`config.mk`:
```
export PLATFORM = sky130hd
export DESIGN_NAME = pipe_control
export DESIGN_NICKNAME = d
export VERILOG_FILES = /design/src/rtl/pipe_control.sv
export SDC_FILE = /design/constraint.sdc
export NUM_CORES = 1
export LEC_CHECK = 0
export BUFFER_PORTS_ARGS = -buffer_cell sky130_fd_sc_hd__buf_2
export CORE_MARGIN = 3
export CORE_UTILIZATION = 40
export CTS_CLUSTER_SIZE = 25
export DETAILED_ROUTE_END_ITERATION = 12
export PLACE_DENSITY_LB_ADDON = 0.25
export SKIP_LAST_GASP = 1
export SYNTH_ARGS = -nofsm -noshare
export SYNTH_HDL_FRONTEND = slang
export SYNTH_SLANG_ARGS = --single-unit
export TNS_END_PERCENT = 30
```
`constraint.sdc`:
```
create_clock -name clk -period 6 [get_ports clk]
set_input_delay 0.9 -clock clk [delete_from_list [all_inputs] [get_ports clk]]
set_output_delay 0.9 -clock clk [all_outputs]
set_load 0.03 [all_outputs]
```
`src/rtl/pipe_control.sv`:
```
// Pipelined RV32I control: decodes in D, carries control through E/M/W, raises stall/flush/forward selects.
// Decode and hazard outputs are combinational; E/M/W fields lag D by 1/2/3 edges; load-use and MUL hold freeze F/D (MUL also E).
module pipe_control #(
    parameter int ALUCTRL_W = 4,
    parameter int ENABLE_M  = 1,
    parameter int MUL_LAT   = 3
) (
    input  logic                 clk,
    input  logic                 rst_n,
    input  logic [31:0]          instr_d,
    input  logic                 pc_src_e,
    output logic [2:0]           imm_src_d,
    output logic                 illegal_d,
    output logic                 stall_f,
    output logic                 stall_d,
    output logic                 flush_d,
    output logic [ALUCTRL_W-1:0] alu_ctrl_e,
    output logic                 alu_src_e,
    output logic                 branch_e,
    output logic                 jump_e,
    output logic                 jalr_e,
    output logic [2:0]           funct3_e,
    output logic [4:0]           rs1_e,
    output logic [4:0]           rs2_e,
    output logic [4:0]           rd_e,
    output logic [1:0]           fwd_a_e,
    output logic [1:0]           fwd_b_e,
    output logic                 mem_write_m,
    output logic [2:0]           funct3_m,
    output logic                 reg_write_m,
    output logic [4:0]           rd_m,
    output logic                 reg_write_w,
    output logic [1:0]           result_src_w,
    output logic [4:0]           rd_w
);

    typedef struct packed {
        logic                 reg_write;
        logic                 mem_write;
        logic                 branch;
        logic                 jump;
        logic                 jalr;
        logic                 alu_src;
        logic                 is_load;
        logic                 is_mul;
        logic [1:0]           result_src;
        logic [ALUCTRL_W-1:0] alu_ctrl;
        logic [2:0]           funct3;
        logic [4:0]           rs1;
        logic [4:0]           rs2;
        logic [4:0]           rd;
    } ex_t;

    typedef struct packed {
        logic       reg_write;
        logic       mem_write;
        logic [1:0] result_src;
        logic [2:0] funct3;
        logic [4:0] rd;
    } mem_t;

    typedef struct packed {
        logic       reg_write;
        logic [1:0] result_src;
        logic [4:0] rd;
    } wb_t;

    localparam logic [6:0] OPC_OP_IMM = 7'b0010011;
    localparam logic [6:0] OPC_OP     = 7'b0110011;
    localparam logic [6:0] OPC_LOAD   = 7'b0000011;
    localparam logic [6:0] OPC_STORE  = 7'b0100011;
    localparam logic [6:0] OPC_BRANCH = 7'b1100011;
    localparam logic [6:0] OPC_JAL    = 7'b1101111;
    localparam logic [6:0] OPC_JALR   = 7'b1100111;
    localparam logic [6:0] OPC_LUI    = 7'b0110111;
    localparam logic [6:0] OPC_AUIPC  = 7'b0010111;

    localparam logic [ALUCTRL_W-1:0] ALU_ADD  = ALUCTRL_W'(0);
    localparam logic [ALUCTRL_W-1:0] ALU_SUB  = ALUCTRL_W'(1);
    localparam logic [ALUCTRL_W-1:0] ALU_AND  = ALUCTRL_W'(2);
    localparam logic [ALUCTRL_W-1:0] ALU_OR   = ALUCTRL_W'(3);
    localparam logic [ALUCTRL_W-1:0] ALU_XOR  = ALUCTRL_W'(4);
    localparam logic [ALUCTRL_W-1:0] ALU_SLL  = ALUCTRL_W'(5);
    localparam logic [ALUCTRL_W-1:0] ALU_SRL  = ALUCTRL_W'(6);
    localparam logic [ALUCTRL_W-1:0] ALU_SRA  = ALUCTRL_W'(7);
    localparam logic [ALUCTRL_W-1:0] ALU_SLT  = ALUCTRL_W'(8);
    localparam logic [ALUCTRL_W-1:0] ALU_SLTU = ALUCTRL_W'(9);
    localparam logic [ALUCTRL_W-1:0] ALU_PASB = ALUCTRL_W'(10);
    localparam logic [ALUCTRL_W-1:0] ALU_MUL  = ALUCTRL_W'(11);

    localparam int              CNT_W    = (MUL_LAT > 1) ? $clog2(MUL_LAT) : 1;
    localparam logic [CNT_W-1:0] CNT_LAST = CNT_W'(MUL_LAT - 1);

    ex_t              e_q, e_d, dec;
    mem_t             m_q, m_d;
    wb_t              w_q, w_d;
    logic [CNT_W-1:0] mul_cnt_q, mul_cnt_d;

    logic [6:0] opcode, funct7;
    logic [2:0] funct3;
    logic [2:0] dec_imm;
    logic       dec_illegal, rs1_used, rs2_used;
    logic       mul_hold, load_use;

    assign opcode = instr_d[6:0];
    assign funct3 = instr_d[14:12];
    assign funct7 = instr_d[31:25];

    always_comb begin
        dec         = '0;
        dec_imm     = 3'b000;
        dec_illegal = 1'b0;
        rs1_used    = 1'b0;
        rs2_used    = 1'b0;
        case (opcode)
            OPC_OP_IMM: begin
                dec.reg_write = 1'b1;
                dec.alu_src   = 1'b1;
                rs1_used      = 1'b1;
                case (funct3)
                    3'b000: dec.alu_ctrl = ALU_ADD;
                    3'b010: dec.alu_ctrl = ALU_SLT;
                    3'b011: dec.alu_ctrl = ALU_SLTU;
                    3'b100: dec.alu_ctrl = ALU_XOR;
                    3'b110: dec.alu_ctrl = ALU_OR;
                    3'b111: dec.alu_ctrl = ALU_AND;
                    3'b001: begin
                        dec.alu_ctrl = ALU_SLL;
                        dec_illegal  = (funct7 != 7'h00);
                    end
                    default: begin
                        dec.alu_ctrl = funct7[5] ? ALU_SRA : ALU_SRL;
                        dec_illegal  = (funct7 != 7'h00) && (funct7 != 7'h20);
                    end
                endcase
            end
            OPC_OP: begin
                dec.reg_write = 1'b1;
                rs1_used      = 1'b1;
                rs2_used      = 1'b1;
                if (funct7 == 7'h01) begin
                    dec.is_mul   = 1'b1;
                    dec.alu_ctrl = ALU_MUL;
                    dec_illegal  = (ENABLE_M == 0) || (funct3 != 3'b000);
                end else if (funct7 == 7'h00) begin
                    case (funct3)
                        3'b000:  dec.alu_ctrl = ALU_ADD;
                        3'b001:  dec.alu_ctrl = ALU_SLL;
                        3'b010:  dec.alu_ctrl = ALU_SLT;
                        3'b011:  dec.alu_ctrl = ALU_SLTU;
                        3'b100:  dec.alu_ctrl = ALU_XOR;
                        3'b101:  dec.alu_ctrl = ALU_SRL;
                        3'b110:  dec.alu_ctrl = ALU_OR;
                        default: dec.alu_ctrl = ALU_AND;
                    endcase
                end else if (funct7 == 7'h20 && funct3 == 3'b000) begin
                    dec.alu_ctrl = ALU_SUB;
                end else if (funct7 == 7'h20 && funct3 == 3'b101) begin
                    dec.alu_ctrl = ALU_SRA;
                end else begin
                    dec_illegal = 1'b1;
                end
            end
            OPC_LOAD: begin
                dec.reg_write  = 1'b1;
                dec.alu_src    = 1'b1;
                dec.is_load    = 1'b1;
                dec.result_src = 2'b01;
                rs1_used       = 1'b1;
                dec_illegal    = (funct3 == 3'b011) || (funct3[2:1] == 2'b11);
            end
            OPC_STORE: begin
                dec.mem_write = 1'b1;
                dec.alu_src   = 1'b1;
                dec_imm       = 3'b001;
                rs1_used      = 1'b1;
                rs2_used      = 1'b1;
                dec_illegal   = (funct3[2] || funct3 == 3'b011);
            end
            OPC_BRANCH: begin
                dec.branch   = 1'b1;
                dec.alu_ctrl = ALU_SUB;
                dec_imm      = 3'b010;
                rs1_used     = 1'b1;
                rs2_used     = 1'b1;
                dec_illegal  = (funct3[2:1] == 2'b01);
            end
            OPC_JAL: begin
                dec.reg_write  = 1'b1;
                dec.jump       = 1'b1;
                dec.result_src = 2'b10;
                dec_imm        = 3'b011;
            end
            OPC_JALR: begin
                dec.reg_write  = 1'b1;
                dec.jump       = 1'b1;
                dec.jalr       = 1'b1;
                dec.alu_src    = 1'b1;
                dec.result_src = 2'b10;
                rs1_used       = 1'b1;
                dec_illegal    = (funct3 != 3'b000);
            end
            OPC_LUI: begin
                dec.reg_write = 1'b1;
                dec.alu_src   = 1'b1;
                dec.alu_ctrl  = ALU_PASB;
                dec_imm       = 3'b100;
            end
            OPC_AUIPC: begin
                dec.reg_write = 1'b1;
                dec.alu_src   = 1'b1;
                dec_imm       = 3'b100;
            end
            default: dec_illegal = 1'b1;
        endcase
        dec.funct3 = funct3;
        dec.rs1    = rs1_used ? instr_d[19:15] : 5'd0;
        dec.rs2    = rs2_used ? instr_d[24:20] : 5'd0;
        dec.rd     = dec.reg_write ? instr_d[11:7] : 5'd0;
        if (dec_illegal) begin
            dec     = '0;
            dec_imm = 3'b000;
        end
    end

    // Unused rs fields are already zero, and rd_e != 0, so they can never match.
    assign mul_hold = e_q.is_mul && (mul_cnt_q < CNT_LAST);
    assign load_use = !mul_hold && e_q.is_load && (e_q.rd != 5'd0) &&
                      ((dec.rs1 == e_q.rd) || (dec.rs2 == e_q.rd));

    always_comb begin
        e_d       = dec;
        mul_cnt_d = '0;
        if (pc_src_e) begin
            e_d = '0;
        end else if (mul_hold) begin
            e_d       = e_q;
            mul_cnt_d = mul_cnt_q + CNT_W'(1);
        end else if (load_use) begin
            e_d = '0;
        end

        m_d.reg_write  = e_q.reg_write;
        m_d.mem_write  = e_q.mem_write;
        m_d.result_src = e_q.result_src;
        m_d.funct3     = e_q.funct3;
        m_d.rd         = e_q.rd;
        if (mul_hold && !pc_src_e) begin
            m_d = '0;
        end

        w_d.reg_write  = m_q.reg_write;
        w_d.result_src = m_q.result_src;
        w_d.rd         = m_q.rd;
    end

    always_ff @(posedge clk or negedge rst_n) begin
        if (!rst_n) begin
            e_q       <= '0;
            m_q       <= '0;
            w_q       <= '0;
            mul_cnt_q <= '0;
        end else begin
            e_q       <= e_d;
            m_q       <= m_d;
            w_q       <= w_d;
            mul_cnt_q <= mul_cnt_d;
        end
    end

    always_comb begin
        fwd_a_e = 2'b00;
        fwd_b_e = 2'b00;
        if (m_q.reg_write && m_q.rd != 5'd0 && m_q.rd == e_q.rs1)      fwd_a_e = 2'b10;
        else if (w_q.reg_write && w_q.rd != 5'd0 && w_q.rd == e_q.rs1) fwd_a_e = 2'b01;
        if (m_q.reg_write && m_q.rd != 5'd0 && m_q.rd == e_q.rs2)      fwd_b_e = 2'b10;
        else if (w_q.reg_write && w_q.rd != 5'd0 && w_q.rd == e_q.rs2) fwd_b_e = 2'b01;
    end

    assign imm_src_d    = dec_imm;
    assign illegal_d    = dec_illegal;
    assign flush_d      = pc_src_e;
    assign stall_f      = !pc_src_e && (mul_hold || load_use);
    assign stall_d      = stall_f;
    assign alu_ctrl_e   = e_q.alu_ctrl;
    assign alu_src_e    = e_q.alu_src;
    assign branch_e     = e_q.branch;
    assign jump_e       = e_q.jump;
    assign jalr_e       = e_q.jalr;
    assign funct3_e     = e_q.funct3;
    assign rs1_e        = e_q.rs1;
    assign rs2_e        = e_q.rs2;
    assign rd_e         = e_q.rd;
    assign mem_write_m  = m_q.mem_write;
    assign funct3_m     = m_q.funct3;
    assign reg_write_m  = m_q.reg_write;
    assign rd_m         = m_q.rd;
    assign reg_write_w  = w_q.reg_write;
    assign result_src_w = w_q.result_src;
    assign rd_w         = w_q.rd;

endmodule

```
# Word level (Yosys, flattened, before mapping)
# Cells that the tools add are included.
[totals]
romBits = 0
latchBits = 0
mem_count = 0
out_inout_bits = 55
ramBits = 0
register_bits = 54
[op_classes]
n_lt_le_gt_ge = 1
add_sub_neg = 1
n_eq_ne = 28
n_reduce_logical = 36
div = 0
bitwise_logic = 0
n_mux = 42
mul = 0
n_shift = 0
[ops]
columns = ["op", "count"]
rows = [
  ["two-way mux 32 bit", 4],
  ["one-hot mux 4 bit (7 select lines)", 2],
  ["equality test 5 bit", 6],
  ["equality test 7 x 6 -> 1 bit (second input constant)", 4],
  ["equality test 7 bit (second input constant)", 3],
  ["two-way mux 1 bit", 18],
  ["OR reduction 6 bit", 3],
  ["one-hot mux 4 bit (4 select lines)", 1],
  ["logical AND 1 bit", 15],
  ["two-way mux 5 bit", 3],
  ["nonzero test 5 bit", 3],
  ["equality test 7 x 5 -> 1 bit (second input constant)", 2],
  ["equality test 3 bit (second input constant)", 4],
  ["two-way mux 12 bit", 1],
  ["one-hot mux 3 bit (4 select lines)", 1],
  ["two-way mux 3 bit", 3],
  ["two-way mux 2 bit", 4],
  ["two-way mux 4 bit", 2],
  ["equality test 7 x 1 -> 1 bit (second input constant)", 1],
  ["equality test 7 x 2 -> 1 bit (second input constant)", 1],
  ["zero test 7 bit", 1],
  ["!= test 7 x 6 -> 1 bit (second input constant)", 1],
  ["one-hot mux 1 bit (7 select lines)", 1],
  ["nonzero test 7 bit", 1],
  ["16 further kinds", 23],
]

# Logic depth before layout (Yosys ltp)
# Gate-level depths: netlist (run 1).
[logic_depth]
word_depth = 14
mapped_depth = 11
mapped_depth_nobuf = 8

# Worst setup path before layout (run 1)
# Ideal clock, no wire load.
[synth_path]
path_kind = "input to output"
startpoint = "input port instr_d[29]"
endpoint = "output port stall_f"
arrival_time_ps = 3291
stages = 8
n_path_buf = 1
setup_slack_ps = 1809
cell_sequence = "or4_4 > o311ai_4 > nand2_2 > nor2_2 > a31oi_1 > o41ai_4 > o21ba_2 > buf_4"
[synth_between]
elab_chain_len = 13
elab_cells_between_ends = 21
classes_between = "eq/ne: 5; mux: 7; reduce/logical: 9"
[synth_lines]
columns = ["item", "line_no", "text"]
rows = [
  ["start: declaration", "10", "input logic [31:0] instr_d,"],
  ["equality test 7 x 6 -> 1 bit", "156, 158", ""],
  ["logical AND 1 bit", "158", "end else if (funct7 == 7'h20 && funct3 == 3'b101) begin"],
  ["two-way mux 1 bit", "158", ""],
  ["two-way mux 1 bit", "156", "end else if (funct7 == 7'h20 && funct3 == 3'b000) begin"],
  ["two-way mux 1 bit", "145", "end else if (funct7 == 7'h00) begin"],
  ["two-way mux 1 bit", "141", "if (funct7 == 7'h01) begin"],
  ["one-hot mux 1 bit (7 select lines) *", "115", "case (opcode)"],
  ["two-way mux 32 bit *", "220", "if (dec_illegal) begin"],
  ["equality test 5 bit", "229", "((dec.rs1 == e_q.rd) || (dec.rs2 == e_q.rd));"],
  ["logical OR 1 bit *", "229", ""],
  ["logical AND 1 bit *", "228", "assign load_use = !mul_hold && e_q.is_load && (e_q.rd != 5'd0) &&"],
  ["logical OR 1 bit *", "283", "assign stall_f = !pc_src_e && (mul_hold || load_use);"],
  ["logical AND 1 bit *", "283", ""],
  ["end: declaration", "14", "output logic stall_f,"],
]
# Mark *: on every way between the ends. The rest lies on a longest branch, timed or not.

# Final worst setup path (run 1)
[layout_path]
startpoint = "input port instr_d[29]"
endpoint = "output port stall_d"
[layout_between]
elab_chain_len = 13
elab_cells_between_ends = 21
classes_between = "eq/ne: 5; mux: 7; reduce/logical: 9"
[layout_lines]
columns = ["item", "line_no", "text"]
rows = [
  ["equality test 7 x 6 -> 1 bit", "156, 158", ""],
  ["logical AND 1 bit", "158", ""],
  ["two-way mux 1 bit", "158", ""],
  ["two-way mux 1 bit", "156", ""],
  ["two-way mux 1 bit", "145", ""],
  ["two-way mux 1 bit", "141", ""],
  ["one-hot mux 1 bit (7 select lines) *", "115", ""],
  ["two-way mux 32 bit *", "220", ""],
  ["equality test 5 bit", "229", ""],
  ["logical OR 1 bit *", "229", ""],
  ["logical AND 1 bit *", "228", ""],
  ["logical OR 1 bit *", "283", ""],
  ["logical AND 1 bit *", "283", ""],
  ["end: declaration", "15", "output logic stall_d,"],
]
# Marks and branches as above.

==> impl_metrics.toml, run 1 <==
[floorplan]
dieArea_um2 = 9525
die_y_um = 97.60
core_region_area_um2 = 7928
io_pins = 90
start_util = 0.4233
die_w_um = 97.60
std_cell_rows = 32

[pwr]
intPower_uw = 496.5
power_density_nw_per_um2 = 178.4
p_total_uw = 663.0
clkPwrFrac = 0.378
worst_ir_drop_vdd_mv = 0.09133
power_frac_comb = 0.092
power.net_switching_uw = 166.5
seqPwrFrac = 0.530
p_leak_nw = 1.836
power_switching_share = 0.2511

[sta]
worstMarginPinSlew_ns = 1.038
fin_setup_tns_ns = 0
period_needed_ns = 4.263
clock-skew-final_ns = 0.007786
setup_viol = 0
fin_crit_sh = 0.7106
rsz0062_at_grt = "no"
slew_violations = 0
hold_viol_final = 0
fmax_mhz = 234.6
max_slew_margin = 0.3061

[logic_synthesis]
synth_nets = 397
synth-main-ff-cell = "dfrtp_1"
synth_seq_area_share = 0.3878
synth.ff_latch_count = 52
ys_types = 57
async_flop_share = 1.000
yosys_warnings = 0
synth_edf_count = 0
synth.avg_cell_area_um2 = 9.270
syn_area_um2 = 3356
syn-instance-count = 362

[layout]
fillers = 796
drive_gt1_frac = 0.3333
antennaDiodeCount = 0
fin_nets = 445
multi_input_area_um2 = 1693
syn_to_final_growth_pct = 10.74
seq_area_um2 = 1301

[place]
place_congestion = 0.9224
hpwl_um = 6399
io_buffers = 89

[global_routing]
grt_pass1_wl_um = 14080
grtUsageTotal = 0.1793
grt_max_degree = 53
grt_antenna_before_repair = 0
first_global_vias = 2708
grt_overflow = 0

[routing]
drt_iter0_markers = 171
dr_total_vias = 2785
antenna_left = 0
firstDrtPassIters = 4
drc = 0
vias_per_cell = 5.429
routed_wl_um = 8391
wl_per_cell_um = 16.36

[critical_path]
crit_fanout = 4
critPathArrivalTime_ns = 3.36
cp_num_buf_inv = 2
slowest_stage = "or4_4"
start_kind = "input pin"
critPathTopFamily = "simple AND/OR/NAND/NOR gates"
crit_path_end_kind = "primary output"
path_cells = "buf_2 > or4_4 > or3_4 > o21ai_2 > nand4b_2 > o31a_1 > o22ai_2 > o41ai_4 > o21ba_2 > buf_2"
criticalPathCategory = "input pin to primary output"
required_ns = 5.10
critical_path.max_stage_delay_ns = 0.56
crit_top_cell = "buf_2"

[status]
status = "finished clean"

[clocking]
clock_path_buffers = 2
root_buffer = "clkbuf_8"
h-tree-depth = 2
numCtsBuffers = 5
cts_tree = "yes"
cts_hold_buffers = 0
path_clk_slew_ns = 0.09
cts_num_sinks = 52
post-cts-setup-buffers = 0
cts-resized-gates = 0
clock_latency_ns = 0.31

[flow_run]
maxCapViolCount = 0

[worst_hold_path]
hp-class = "register to register"
-- final cells by class --
| type | instances | area share |
|---|---|---|
| well taps | 102 | 0.03434 |
| inverters | 3 | 0.003030 |
| clock inverters | 3 | 0.01246 |
| multi-input cells | 256 | 0.4556 |
| repair buffers | 92 | 0.1259 |
| clock buffers | 5 | 0.01852 |
| flip-flops and latches | 52 | 0.3502 |
-- registers in the layout, summed over array words and instances, names as in the netlist, 2 cells and up --
signal	flops
rd_e	5
rd_m	5
rd_w	5
rs1_e	5
rs2_e	5
alu_ctrl_e	4
e_q	4
funct3_e	3
funct3_m	3
m_q	2
mul_cnt_q	2
result_src_w	2
-- per-layer routing --
metal  track usage  up-vias  part of all wire
met2        0.2841       96              0.47
met4       0.04260        0             0.014
li1              -     1351                 -
met1        0.2560     1329              0.47
met5             0        -                 0
met3       0.03015        9             0.051
-- cell usage in the layout (no fill, tap or decap), types with 2 or more instances in the layout --
cell type,Yosys,routed
or4_1,7,7
buf_4,32,3
nor2b_1,4,3
nor4_1,8,8
clkbuf_8,0,5
o32ai_1,2,2
xor2_1,15,15
nor3_1,9,9
dfrtp_1,52,52
and2_1,15,15
nand3_1,22,22
o21ai_0,20,20
nand2_1,42,42
nor2_1,16,16
o211ai_1,3,3
buf_2,3,89
o21ai_2,21,21
nor4bb_1,2,2
o31a_1,3,3
nand3b_1,3,3
a21oi_1,6,6
xnor2_1,10,10
nand4_1,2,2
inv_1,3,3
nand2b_1,5,5
o31ai_1,3,3
or4b_1,2,2
a22o_1,3,3
and3b_1,2,2
a31oi_1,5,5
-- worst paths after layout --
path                                  start               to  slack, ns  depth (start not counted)
worst max register to register      rd_e[4]         rs1_e[1]       3.61                          9
min in group asynchronous             rst_n          e_q[30]       0.70                          2
worst max-delay path            instr_d[29]          stall_d       1.74                         10
worst min-delay path                 m_q[9]  result_src_w[1]       0.36                          0
max in group asynchronous             rst_n    alu_ctrl_e[0]       4.85                          2
worst min register to register       m_q[9]  result_src_w[1]       0.36                          0
-- power by group through the flow --
stage          clock network [mW]  registers (mW)  logic (mW)
2_1_floorplan                   0           0.359      0.0309
3_3_place_gp                    0           0.358      0.0602
3_5_place_dp                    0           0.358      0.0611
4_1_cts                     0.256           0.352      0.0613
5_1_grt                     0.271           0.352      0.0677
6_report                    0.250           0.352      0.0612
-- cells in the mapped netlist (all sizes together), types with 4 or more instances --
library cell  number  area (um2)
buf               40       311.5
clkbuf            11       41.29
xnor2             10       87.58
nand2             44       175.2
nand2b             5       31.28
and2              15       93.84
nor2b              4       25.02
dfrtp             52        1301
o21ai             41       284.0
nor2              17       66.32
or4                8       63.81
nand3             22       110.1
nor3              10       61.31
xor2              15       131.4
a31oi              5       31.28
a21oi              6       30.03
nor4               8       50.05
-- per-stage QoR --
stage	util	cells	setup slack [ns]	instance area, um2	hold slack [ns]
floorplan	-	362	1.809	3356	0.3312
global placement	0.4542	505	1.803	3601	0.3353
detailed placement	0.4542	505	1.739	3601	0.3347
CTS	0.4688	513	1.747	3716	0.3579
global route	0.4688	513	1.632	3716	0.3709
finish	0.4688	513	1.737	3716	0.3565
-- kinds of logic (layout without fill, tap and decap cells) --
family | after synthesis | in the layout | synth area share
xor gates and xnor gates | 25 | 25 | 0.06525
DFF | 52 | 52 | 0.3878
and+or+nand+nor | 153 | 153 | 0.2543
AOI/OAI and AO/OA | 78 | 78 | 0.1842
buffers and inverters | 54 | 103 | 0.1085
No activity file was read; power rests on OpenSTA's default activity.
==> inputs of run 2 (changes only) <==
Clock period 6 ns to 4 ns, I/O delays scaled along.
==> impl_metrics.toml, run 2 (synthesis results as in run 1) <==
[sta]
rsz0062_at_grt = "no"
fin_setup_tns_ns = 0
max_slew_margin = 0.3348
clock-skew-final_ns = 0.01706
worstMarginPinSlew_ns = 0.9948
hold_viol_final = 0
fin_hold_ws_ns = 0.2344
slew_violations = 0
fmax_mhz = 271.2
postLayoutSetupSlackWorst_ns = 0.3124
fin_crit_sh = 0.9219
setup_viol = 0
period_needed_ns = 3.688

[routing]
drt_iter0_markers = 136
vias_per_cell = 5.368
drc = 0
dr_total_vias = 2754
firstDrtPassIters = 4
antenna_left = 0
routed_wl_um = 8361
wl_per_cell_um = 16.30

[worst_hold_path]
hp-class = "input pin to asynchronous set/reset pin"

[pwr]
intPower_uw = 744.7
power_frac_comb = 0.092
worst_ir_drop_vdd_mv = 0.1168
p_leak_nw = 1.836
power_density_nw_per_um2 = 267.3
power.net_switching_uw = 248.6
clkPwrFrac = 0.377
seqPwrFrac = 0.531
power_switching_share = 0.2503

[layout]
drive_gt1_frac = 0.3333
fillers = 812
final_cells = 513
antennaDiodeCount = 0
fin_nets = 445
final_common_cell = "buf_2"
final_cell_mix = "89 x buf_2, 52 x dfrtp_1, 42 x nand2_1, 22 x nand3_1, 21 x o21ai_2"
syn_to_final_growth_pct = 10.74

[clocking]
clock_latency_ns = 0.31
post-cts-setup-buffers = 0
cts_num_sinks = 52
cts-resized-gates = 0
path_clk_slew_ns = 0.11
h-tree-depth = 2
cts_hold_buffers = 0
clock_path_buffers = 2
cts_tree = "yes"
root_buffer = "clkbuf_8"
numCtsBuffers = 5

[flow_run]
maxCapViolCount = 0

[critical_path]
critPathArrivalTime_ns = 3.09
reg2reg_from = "rd_e[4]"
start_kind = "input pin"
crit_path_end_kind = "primary output"
criticalPathCategory = "input pin to primary output"
required_ns = 3.40
rr_worst_depth = 9
r2r_end = "rs2_e[3]"
r2r_slack_ns = 1.60
crit_fanout = 4

[floorplan]
die_w_um = 97.60
die_y_um = 97.60
dieArea_um2 = 9525
std_cell_rows = 32
core_region_area_um2 = 7928
start_util = 0.4233
io_pins = 90

[global_routing]
grt_overflow = 0
grtUsageTotal = 0.1770
grt_max_degree = 31
grt_antenna_before_repair = 0
first_global_vias = 2729
grt_pass1_wl_um = 13920

[place]
hpwl_um = 6285
dp_cells = 505
place_congestion = 0.9260
place_ws_ns = 0.3365
io_buffers = 89

[status]
status = "finished clean"
run 2: cell counts in the layout (fill, tap and decap cells not counted):
No cell type changed its count.
run 2: power by group through the flow:
stage,registers [mW],clock network (mW),logic (mW)
6_report,0.527,0.374,0.0918
5_1_grt,0.528,0.405,0.102
4_1_cts,0.527,0.385,0.0921
3_5_place_dp,0.538,0,0.0918
3_3_place_gp,0.538,0,0.0904
2_1_floorplan,0.538,0,0.0464
run 2: layer usage:
layer	wire length, um	GRT usage
met1	3867	0.2473
met2	3836	0.2868
met3	552	0.03015
met4	105	0.04153
met5	0	0
run 2: worst max path at each step:
stage / from / end / cells past startpoint
3_5_place_dp: instr_d[29] / stall_f / 10
4_1_cts: instr_d[29] / stall_f / 10
5_1_grt: instr_d[29] / stall_f / 10
3_3_place_gp: instr_d[29] / stall_f / 10
6_report: instr_d[29] / stall_f / 10
2_1_floorplan: instr_d[29] / stall_f / 8
run 2: layout make-up:
type	instances	area [um2]	area share
clock buffer	5	68.82	0.01852
clock inverter	3	46.29	0.01246
inverter	3	11.26	0.003030
multi-input combinational	256	1693	0.4556
sequential	52	1301	0.3502
tap	102	127.6	0.03434
timing repair buffer	92	467.9	0.1259
run 2: through the flow:
stage                 util  cell area (um2)  total power, mW
detailed placement  0.4542             3601           0.6295
finish              0.4688             3716           0.9932
global route        0.4688             3716            1.035
floorplan                -             3356           0.5843
CTS                 0.4688             3716            1.005
global placement    0.4542             3601           0.6281
run 2: worst max-delay path: stages:
cell      delay [ns]
buf_2           0.10
or4_4           0.56
or3_4           0.37
o21ai_2         0.22
nand4b_2        0.18
o31a_1          0.33
o22ai_2         0.18
o41ai_4         0.12
o21ba_2         0.24
buf_2           0.18
==> inputs of run 3 (changes only) <==
Settings changed: RECOVER_POWER from default to 100.
==> impl_metrics.toml, run 3 (synthesis results as in run 1) <==
[critical_path]
critical_path.max_stage_delay_ns = 0.56
criticalPathCategory = "input pin to primary output"
crit_fanout = 4
crit_path_end_kind = "primary output"
path_cells = "buf_2 > or4_4 > or3_4 > o21ai_2 > nand4b_2 > o31a_1 > o22ai_2 > o41ai_4 > o21ba_2 > clkbuf_2"
slowest_stage = "or4_4"
required_ns = 3.40
critPathArrivalTime_ns = 3.09
worstSetupStartpoint = "instr_d[29]"
reg2reg_from = "rd_e[4]"
start_kind = "input pin"

[global_routing]
gr-usage-met3 = 0.03015
use_met1 = 0.2473
grt_max_degree = 31
grt_pass1_wl_um = 13920
met2_usage = 0.2868
top_usage_layer = "met2"
grtUsageTotal = 0.1770
grt_overflow = 0
grt_antenna_before_repair = 0
first_global_vias = 2729

[layout]
final_cell_mix = "55 x clkbuf_1, 52 x dfrtp_1, 42 x nand2_1, 34 x buf_2, 33 x o21ai_0"
final_core_util = 0.4509
final_cells = 513
final_common_cell = "clkbuf_1"
seq_area_um2 = 1301
drive_gt1_frac = 0.1606
syn_to_final_growth_pct = 6.525
fin_nets = 445
antennaDiodeCount = 0
multi_input_area_um2 = 1625
fin_area_um2 = 3575
fillers = 849

[floorplan]
die_y_um = 97.60
dieArea_um2 = 9525
start_util = 0.4233
die_w_um = 97.60
core_region_area_um2 = 7928
io_pins = 90
std_cell_rows = 32

[sta]
hold_viol_final = 0
fin_hold_ws_ns = 0.3366
fin_crit_sh = 0.9218
clock-skew-final_ns = 0.01785
period_needed_ns = 3.687
worstMarginPinSlew_ns = 1.588
fmax_mhz = 271.2
postLayoutSetupSlackWorst_ns = 0.3128
rsz0062_at_grt = "no"
fin_setup_tns_ns = 0
max_slew_margin = -0.05879
slew_violations = 31
setup_viol = 0

[pwr]
p_leak_nw = 1.555
power_density_nw_per_um2 = 277.4
p_total_uw = 991.5
worst_ir_drop_vdd_mv = 0.1213

[clocking]
root_buffer = "clkbuf_8"
path_clk_slew_ns = 0.11
numCtsBuffers = 5
cts_hold_buffers = 0
h-tree-depth = 2
cts-resized-gates = 0
clock_path_buffers = 2
post-cts-setup-buffers = 0
clock_latency_ns = 0.31
cts_num_sinks = 52
cts_tree = "yes"

[routing]
wl_per_cell_um = 16.50
dr_total_vias = 2754
drt_iter0_markers = 125
antenna_left = 0
vias_per_cell = 5.368
drc = 0
routed_wl_um = 8467
firstDrtPassIters = 4

[status]
status = "finished, violations left"
violations = "max-capacitance violations, max-slew violations"

[worst_hold_path]
min_from = "m_q[9]"
hp-class = "register to register"

[place]
dpl_cell_area_um2 = 3601
place_congestion = 0.9260
place_ws_ns = 0.3365
dp_cells = 505
io_buffers = 89
hpwl_um = 6285

[flow_run]
maxCapViolCount = 1
run 3: cell count changes in the layout (fill, tap and decap cells not counted), moves of 2 or more:
| cell | previous run | this run |
|---|---|---|
| clkbuf_1 | 0 | 55 |
| o21ai_0 | 20 | 33 |
| buf_2 | 89 | 34 |
| clkbuf_2 | 0 | 2 |
| and2_0 | 0 | 8 |
| buf_4 | 3 | 1 |
| o21ai_2 | 21 | 8 |
| and2_1 | 15 | 7 |
run 3: layout make-up:
cell class	instances	area share
Multi-Input combinational cell	256	0.4547
Sequential cell	52	0.3640
Timing Repair Buffer	92	0.1103
Tap cell	102	0.03570
Clock buffer	5	0.01925
Clock inverter	3	0.01295
Inverter	3	0.003150
run 3: power by group:
group          switching [mW]  leakage [nW]  internal (mW)
registers            0.000920         0.726          0.526
clock network           0.186        0.0548          0.189
logic                  0.0614         0.774         0.0280
total                   0.248          1.56          0.743
run 3: metal layers:
metal / part of all wire / up-vias
met4: 0.011 / 0
li1: - / 1350
met1: 0.48 / 1300
met3: 0.059 / 6
met2: 0.45 / 98
met5: 0 / -
run 3: worst paths after layout:
check | endpoint | slack [ns] | cells after the start
max | stall_f | 0.31 | 10
min | result_src_w[1] | 0.34 | 0
max reg2reg | e_q[24] | 1.38 | 9
min reg2reg | result_src_w[1] | 0.34 | 0
max in group asynchronous | rs2_e[4] | 1.46 | 2
min in group asynchronous | result_src_w[1] | 0.49 | 1
run 3: critical path, delay by kind of cell:
family	cells	cell delay, ns
compound gates	5	1.08
simple gates	3	1.11
buf+inv	2	0.28
